<file path="config.mk">
export PLATFORM = sky130hd
export DESIGN_NAME = node_tx
export DESIGN_NICKNAME = d
export VERILOG_FILES = /design/src/rtl/node_tx.sv
export SDC_FILE = /design/constraint.sdc
export NUM_CORES = 1
export LEC_CHECK = 0
export CAP_MARGIN = 20
export CORE_ASPECT_RATIO = 0.6
export CORE_MARGIN = 8
export CORE_UTILIZATION = 35
export CTS_CLUSTER_DIAMETER = 150
export DETAILED_ROUTE_END_ITERATION = 6
export DONT_BUFFER_PORTS = 1
export SYNTH_ARGS = -nofsm -noshare
export SYNTH_HDL_FRONTEND = slang
export SYNTH_SLANG_ARGS = --single-unit
</file>
<file path="constraint.sdc">
create_clock -name clk -period 5 [get_ports clk]
set_clock_uncertainty 0.15 [all_clocks]
set_input_delay 1 -clock clk [delete_from_list [all_inputs] [get_ports clk]]
set_output_delay 1 -clock clk [all_outputs]
set_load 0.05 [all_outputs]
</file>
<file path="src/rtl/node_tx.sv">
// -----------------------------------------------------------------------------
// node_tx -- outbound half of a NoC node.
//
// Buffers 32-bit packets {sourceID[31:28], destID[27:24], data[23:0]} in a
// circular queue and sends each one to a router input port as four 8-bit
// beats. The router's free signal acts as a per-packet credit. It is sampled
// only in IDLE, so a burst that has started always completes all four beats.
//
// Byte order on the link: b0 = {sourceID, destID}, b1 = data[23:16],
// b2 = data[15:8], b3 = data[7:0].
//
// Optional feature (compile-time macro NODE_TX_SRCID_STAMP_EN):
//   defined     -> b0 = {NODEID[3:0], destID}. The packet's sourceID is ignored.
//   not defined -> b0 = {sourceID, destID}, passed through unmodified.
//
// Parameters:
//   NODEID  this node's ID (0..5). Used only by the stamp feature.
//   QDEPTH  queue depth in packets. Must be a power of 2 and at least 2.
//
// Ports:
//   clk               in   clock; all state changes on the rising edge
//   rst_b             in   synchronous, active-high reset
//   pkt_in[31:0]      in   packet to enqueue
//   pkt_in_avail      in   enqueue request; ignored while cQ_full is high
//   cQ_full           out  queue holds QDEPTH packets (combinational from count)
//   free_inbound      in   router port can accept a whole packet
//   put_outbound      out  beat valid (registered)
//   payload_outbound  out  beat data (registered)
// -----------------------------------------------------------------------------
module node_tx #(
  parameter int NODEID = 0,
  parameter int QDEPTH = 4
) (
  input  logic        clk,
  input  logic        rst_b,
  input  logic [31:0] pkt_in,
  input  logic        pkt_in_avail,
  output logic        cQ_full,
  input  logic        free_inbound,
  output logic        put_outbound,
  output logic [7:0]  payload_outbound
);

  localparam int AW = $clog2(QDEPTH);

  typedef enum logic {
    IDLE = 1'b0,
    SEND = 1'b1
  } state_t;

  logic [31:0]   mem [QDEPTH];
  logic [AW-1:0] rd;
  logic [AW-1:0] wr;
  logic [AW:0]   count;
  state_t        state;
  logic [1:0]    beat;
  logic [23:0]   shreg;     // bytes b1..b3 still to send, next one in [23:16]

  logic          push;
  logic          pop;
  logic [31:0]   head;
  logic [7:0]    head_b0;

  // Fullness is decided from the current count alone. A pop in the same cycle
  // does not make room for a new packet.
  assign cQ_full = (count == (AW+1)'(QDEPTH));
  assign push    = pkt_in_avail && !cQ_full;
  // A packet written at this edge is not visible here, because count still
  // reflects the old contents. That gives "head read before write".
  assign pop     = (state == IDLE) && (count != '0) && free_inbound;
  assign head    = mem[rd];

`ifdef NODE_TX_SRCID_STAMP_EN
  assign head_b0 = {4'(NODEID), head[27:24]};
`else
  assign head_b0 = head[31:24];
`endif

  // NOTE: the packet storage has no reset. The rd, wr and count registers
  // decide which entries are valid, so stale contents are never observed.
  always_ff @(posedge clk) begin
    if (push) mem[wr] <= pkt_in;
  end

  // NOTE: all state is updated with non-blocking assignments. Every right-hand
  // side therefore sees the pre-edge values, which matches the hardware.
  always_ff @(posedge clk) begin
    if (rst_b) begin
      rd               <= '0;
      wr               <= '0;
      count            <= '0;
      state            <= IDLE;
      beat             <= '0;
      shreg            <= '0;
      put_outbound     <= 1'b0;
      payload_outbound <= 8'h00;
    end else begin
      // QDEPTH is a power of 2, so the pointers wrap on natural overflow.
      if (push) wr <= wr + 1'b1;
      if (pop)  rd <= rd + 1'b1;

      case ({push, pop})
        2'b10:   count <= count + 1'b1;
        2'b01:   count <= count - 1'b1;
        default: ;  // idle, or enqueue and pop together: count unchanged
      endcase

      case (state)
        IDLE: begin
          if (pop) begin
            state            <= SEND;
            beat             <= 2'd0;
            put_outbound     <= 1'b1;
            payload_outbound <= head_b0;
            shreg            <= head[23:0];
          end else begin
            put_outbound     <= 1'b0;
          end
        end
        SEND: begin
          // free_inbound is deliberately ignored here: a burst never stalls.
          if (beat == 2'd3) begin
            state            <= IDLE;
            put_outbound     <= 1'b0;
          end else begin
            beat             <= beat + 1'b1;
            put_outbound     <= 1'b1;
            payload_outbound <= shreg[23:16];
            shreg            <= {shreg[15:0], 8'h00};
          end
        end
        default: begin
          state        <= IDLE;
          put_outbound <= 1'b0;
        end
      endcase
    end
  end

endmodule

</file>
==> After elaboration in Yosys (flattened, before gate mapping) <==
Memories as Yosys holds them, arrays and structs flattened. A register that Yosys moved wholly into a read port is not among the register bits.
Cells that the tools add are included.
{ "totals": {"n_memories": 1, "register_bits": 42, "inputBits": 36, "mem_bits_rw": 128, "wordCells": 44, "output_inout_bits": 10} }
{ "classes": {"eq_ne": 6, "addsub": 5, "muxes": 17, "n_bitwise": 1, "n_reduce_logical": 7} }
{ "memory_table": {"columns": ["name", "depth", "width", "rd", "rd_clocked_by_memory_dff", "wr", "line_no", "rtl"], "rows": [
  ["mem", 4, 32, 1, 1, 1, "51", "logic [31:0] mem [QDEPTH];"]
]} }
{ "op_table": {"columns": ["cell", "count"], "rows": [
  ["$mux 24", 2],
  ["$pmux 24 s2", 1],
  ["$mux 8", 2],
  ["$pmux 8 s2", 1],
  ["$mux 2", 4],
  ["$add 2x1->2 const B", 3],
  ["$pmux 3 s2", 1],
  ["$eq 2x2->1 const B", 2],
  ["$mux 1", 4],
  ["$ne 2x2->1 const B", 2],
  ["$pmux 2 s2", 1],
  ["$add 3x1->3 const B", 1],
  ["$eq 3x3->1 const B", 1],
  ["$logic_and 1x1->1", 3],
  ["$reduce_bool 3->1", 1],
  ["$sub 3x1->3 const B", 1],
  ["$eq 2x1->1 const B", 1],
  ["$pmux 1 s2", 1],
  ["$reduce_and 2->1", 1],
  ["$reduce_bool 2->1", 1],
  ["$logic_not 1->1", 1],
  ["$not 1->1", 1]
]} }

==> Logic depth before layout (Yosys ltp) <==
{ "depth": {"word_depth": 5, "mapped_depth": 11, "ltp_nobuf": 10} }

==> Worst setup path after synthesis <==
No wires, ideal clock.
{ "synth_timing": {"kind": "register to register", "startpoint": "register count[2]", "endpoint": "register count[2]", "n_path_buf": 1, "setup_ps": 70, "arrival_ps": 2569, "required_ps": 4780, "synth_period_minus_slack_ps": 2790, "slack_ps": 2210, "stages_incl_launch_ff": 12, "cell_sequence": "dfxtp_1 > or3b_2 > clkbuf_1 > inv_1 > nor2_1 > inv_1 > ha_1 > inv_1 > fa_1 > xor2_1 > or3_1 > a21oi_1"} }
{ "synth_via": {"elab_chain_len": 5, "word_cells_on_any_way": 12, "cone_classes": "add/sub (2); eq/ne (3); mux (1); reduce/logical (6)"} }
{ "synth_lines": {"columns": ["element", "line_no", "rtl"], "rows": [
  ["start: declaration", "54", "logic [AW:0] count;"],
  ["start signal: assignment", "103", "2'b10: count <= count + 1'b1;"],
  ["start signal: assignment", "104", "2'b01: count <= count - 1'b1;"],
  ["$eq 3x3->1 *", "66", "assign cQ_full = (count == (AW+1)'(QDEPTH));"],
  ["net cQ_full", "38", "output logic cQ_full,"],
  ["$logic_not 1->1 *", "67", "assign push = pkt_in_avail && !cQ_full;"],
  ["$logic_and 1x1->1 *", "67", null],
  ["$eq 2x1->1 / $eq 2x2->1 (equally long branches)", "102", "case ({push, pop})"],
  ["$pmux 3 s2 / $reduce_bool 2->1 (equally long branches)", null, null]
]} }
Mark *: on every way through the listed nets, which the timed path passes. The rest lies on a longest branch.
A chain may end at the register's enable or synchronous reset.

==> impl_metrics.json <==
{
  "cts_tree": "built",
  "cts_buffers": 17,
  "syn-mean-instance-area_um2": 16.6,
  "drt_wl_total_mm": 14.9,
  "grt_pass1_wl_mm": 22.4,
  "leakagePower_nw": 2.45,
  "crit_type": "reg2out",
  "yosysTopAreaCell": "edfxtp_1",
  "fin_crit_sh_pct": 60.5,
  "r2r_setup_slack_ps": 2050,
  "crit_slowest_cell": "dfxtp_1",
  "start_util_pct": 35.5,
  "fin_crit_ps": 3020,
  "syn_nets": 446,
  "crit_required_ps": 3850,
  "whs_ps": 338,
  "p_total_mw": 4.30,
  "ys_ff_latch": 172,
  "dr_total_vias": 3637,
  "cp_top_family": "flip-flops",
  "hold_viol_final": 0,
  "slew_headroom_pct": 28.2,
  "r2r-start": "count[2]",
  "powerDensity_mw_per_mm2": 573,
  "clock_latency_ps": 420,
  "timing.setup.tns_ps": 0,
  "io_pins": 46,
  "num_antenna_cells": 0,
  "antenna_found_initial": 0,
  "cts_hold_buf": 0,
  "ys_seq_area_share_pct": 70.5,
  "syn_area_mm2": 0.00670,
  "die_area_mm2": 0.0240,
  "hpwl_mm": 8.66,
  "status": "complete, no violations",
  "synth_cell_types": 32,
  "clock-root-buffer": "clkbuf_16",
  "holdCritPathClass": "reg2reg",
  "gr-total-overflow": 0,
  "vias_per_cell": 5.50,
  "fmax_mhz": 331,
  "drive_gt1_share_pct": 25.8,
  "syn_inst": 403,
  "synth_area_leaders": "edfxtp_1, dfxtp_1, mux2_2",
  "start_kind": "flop",
  "setup_violations": 0,
  "final_common_cell": "edfxtp_1",
  "cts.sinks": 172,
  "fill_cells": 1693,
  "die_h_um": 123,
  "row_count": 39,
  "rsz0062_at_grt": "false",
  "grt_pass1_vias": 3699,
  "layout.nets": 445,
  "crit_chain": "buf_4",
  "yosysWarnings": 0,
  "die_x_um": 195,
  "synth-edff-count": 128,
  "yosysTopAreaCellShare_pct": 57.4,
  "clk_path_buf_depth": 2,
  "crit_end": "put_outbound",
  "clk_pin_slew_ps": 70,
  "grt_max_degree": 39,
  "ctsResizeCount": 0,
  "r2r_cells": 10,
  "gp_congestion": 0.717,
  "final-instance-count-excl-fill": 661,
  "io_buffers": 0,
  "area_delta_synth_final_pct": 11.8,
  "dr.first_iter.drc_count": 306,
  "grt_usage_pct": 12.6,
  "synthFlopType": "edfxtp_1",
  "peakVddDrop_v": 0.000284,
  "rr_endpoint": "count[2]",
  "tightest_slew_ps": 1080,
  "endpoint_kind": "output pin",
  "first_pass_iters": 6,
  "postCtsSetupRepairBufs": 0,
  "critPathLaunch": "state",
  "synthArstFlopShare_pct": 0,
  "cp.depth": 1,
  "wl_per_cell_um": 22.6,
  "layout_common_cells": "edfxtp_1, mux2_2, a211oi_1",
  "postRouteAntennaNets": 0,
  "dp.cells": 628,
  "path_max_fanout": 25,
  "core_mm2": 0.0189,
  "finalMaxSlewViolations": 0,
  "cp.arrival_ps": 1870,
  "path_buf_inv": 1,
  "htreeDepth": 4,
  "critPathMaxStageDelay_ps": 1030,
  "drc": 0,
  "cap_violations": 0
}
==> layout make-up <==
type | count | area, um2 | share of cell area [%]
flip-flops and latches | 172 | 4730 | 63.1
well taps | 246 | 308 | 4.11
clock buffers | 21 | 460 | 6.14
clock inverters | 11 | 81.3 | 1.09
multi-input cells | 190 | 1790 | 23.8
inverters | 9 | 33.8 | 0.451
repair buffers | 12 | 97.6 | 1.30
==> per-stage QoR <==
stage	instance area, um2	worst slack [ps]	utilization, %
floorplan	6700	2210	-
global placement	6940	2130	36.7
finish	7490	1980	39.7
CTS	7480	1990	39.6
global route	7490	1900	39.7
detailed placement	6940	2070	36.7
==> worst min path at each step <==
| stage | to | cells after the start | slack (ps) | start |
|---|---|---|---|---|
| global route | shreg[1] | 1 | 350 | shreg[1] |
| detailed placement | shreg[7] | 1 | 310 | shreg[7] |
| global placement | shreg[5] | 1 | 320 | shreg[5] |
| CTS | shreg[7] | 1 | 330 | shreg[7] |
| finish | shreg[7] | 1 | 340 | shreg[7] |
| floorplan | shreg[7] | 1 | 290 | shreg[7] |
==> per-layer routing <==
layer  part of all wire [%]  vias to the layer above  GRT usage, %
li1                       -                     1649             -
met1                     46                     1878          15.9
met2                     46                      100          19.8
met3                    8.0                       10          5.71
met4                   0.50                        0          3.04
met5                      0                        -             0
==> where the power goes <==
| part | switching, mW | internal (mW) | total [mW] | leakage (nW) |
|---|---|---|---|---|
| Combinational | 0.577 | 0.435 | 1.01 | 0.643 |
| Sequential | 0.299 | 1.77 | 2.07 | 1.54 |
| Clock | 0.549 | 0.669 | 1.22 | 0.270 |
==> Yosys cell counts, types with 2 or more instances <==
master	count
a211oi_1	48
a21oi_1	8
a222oi_1	24
a22o_1	8
and3_1	4
buf_1	2
buf_2	18
buf_4	3
clkbuf_1	8
dfxtp_1	44
edfxtp_1	128
ha_1	6
inv_1	9
mux2_2	48
mux4_2	8
nand2b_1	3
nand3_1	2
nor2_1	7
nor2b_1	4
nor3_2	2
o211ai_1	2
o21ai_0	4
or3_1	3
xor2_1	2
==> flip-flops by register name, summed over array words and instances (netlist names), named ones only <==
register          cells
rd                    2
payload_outbound      8
shreg                24
wr                    2
beat                  2
state                 1
mem                 128
count                 3
==> kinds of logic after synthesis <==
| group | synth area share [%] |
|---|---|
| adder cells (fa/ha/maj) | 1.42 |
| AO/OA/AOI/OAI | 11.8 |
| multiplexers | 10.8 |
| flip-flops | 70.5 |
| AND/OR/NAND/NOR | 2.33 |
| XOR/XNOR | 0.261 |
| buffers and inverters | 2.91 |
(Power assumes the default switching activity.)
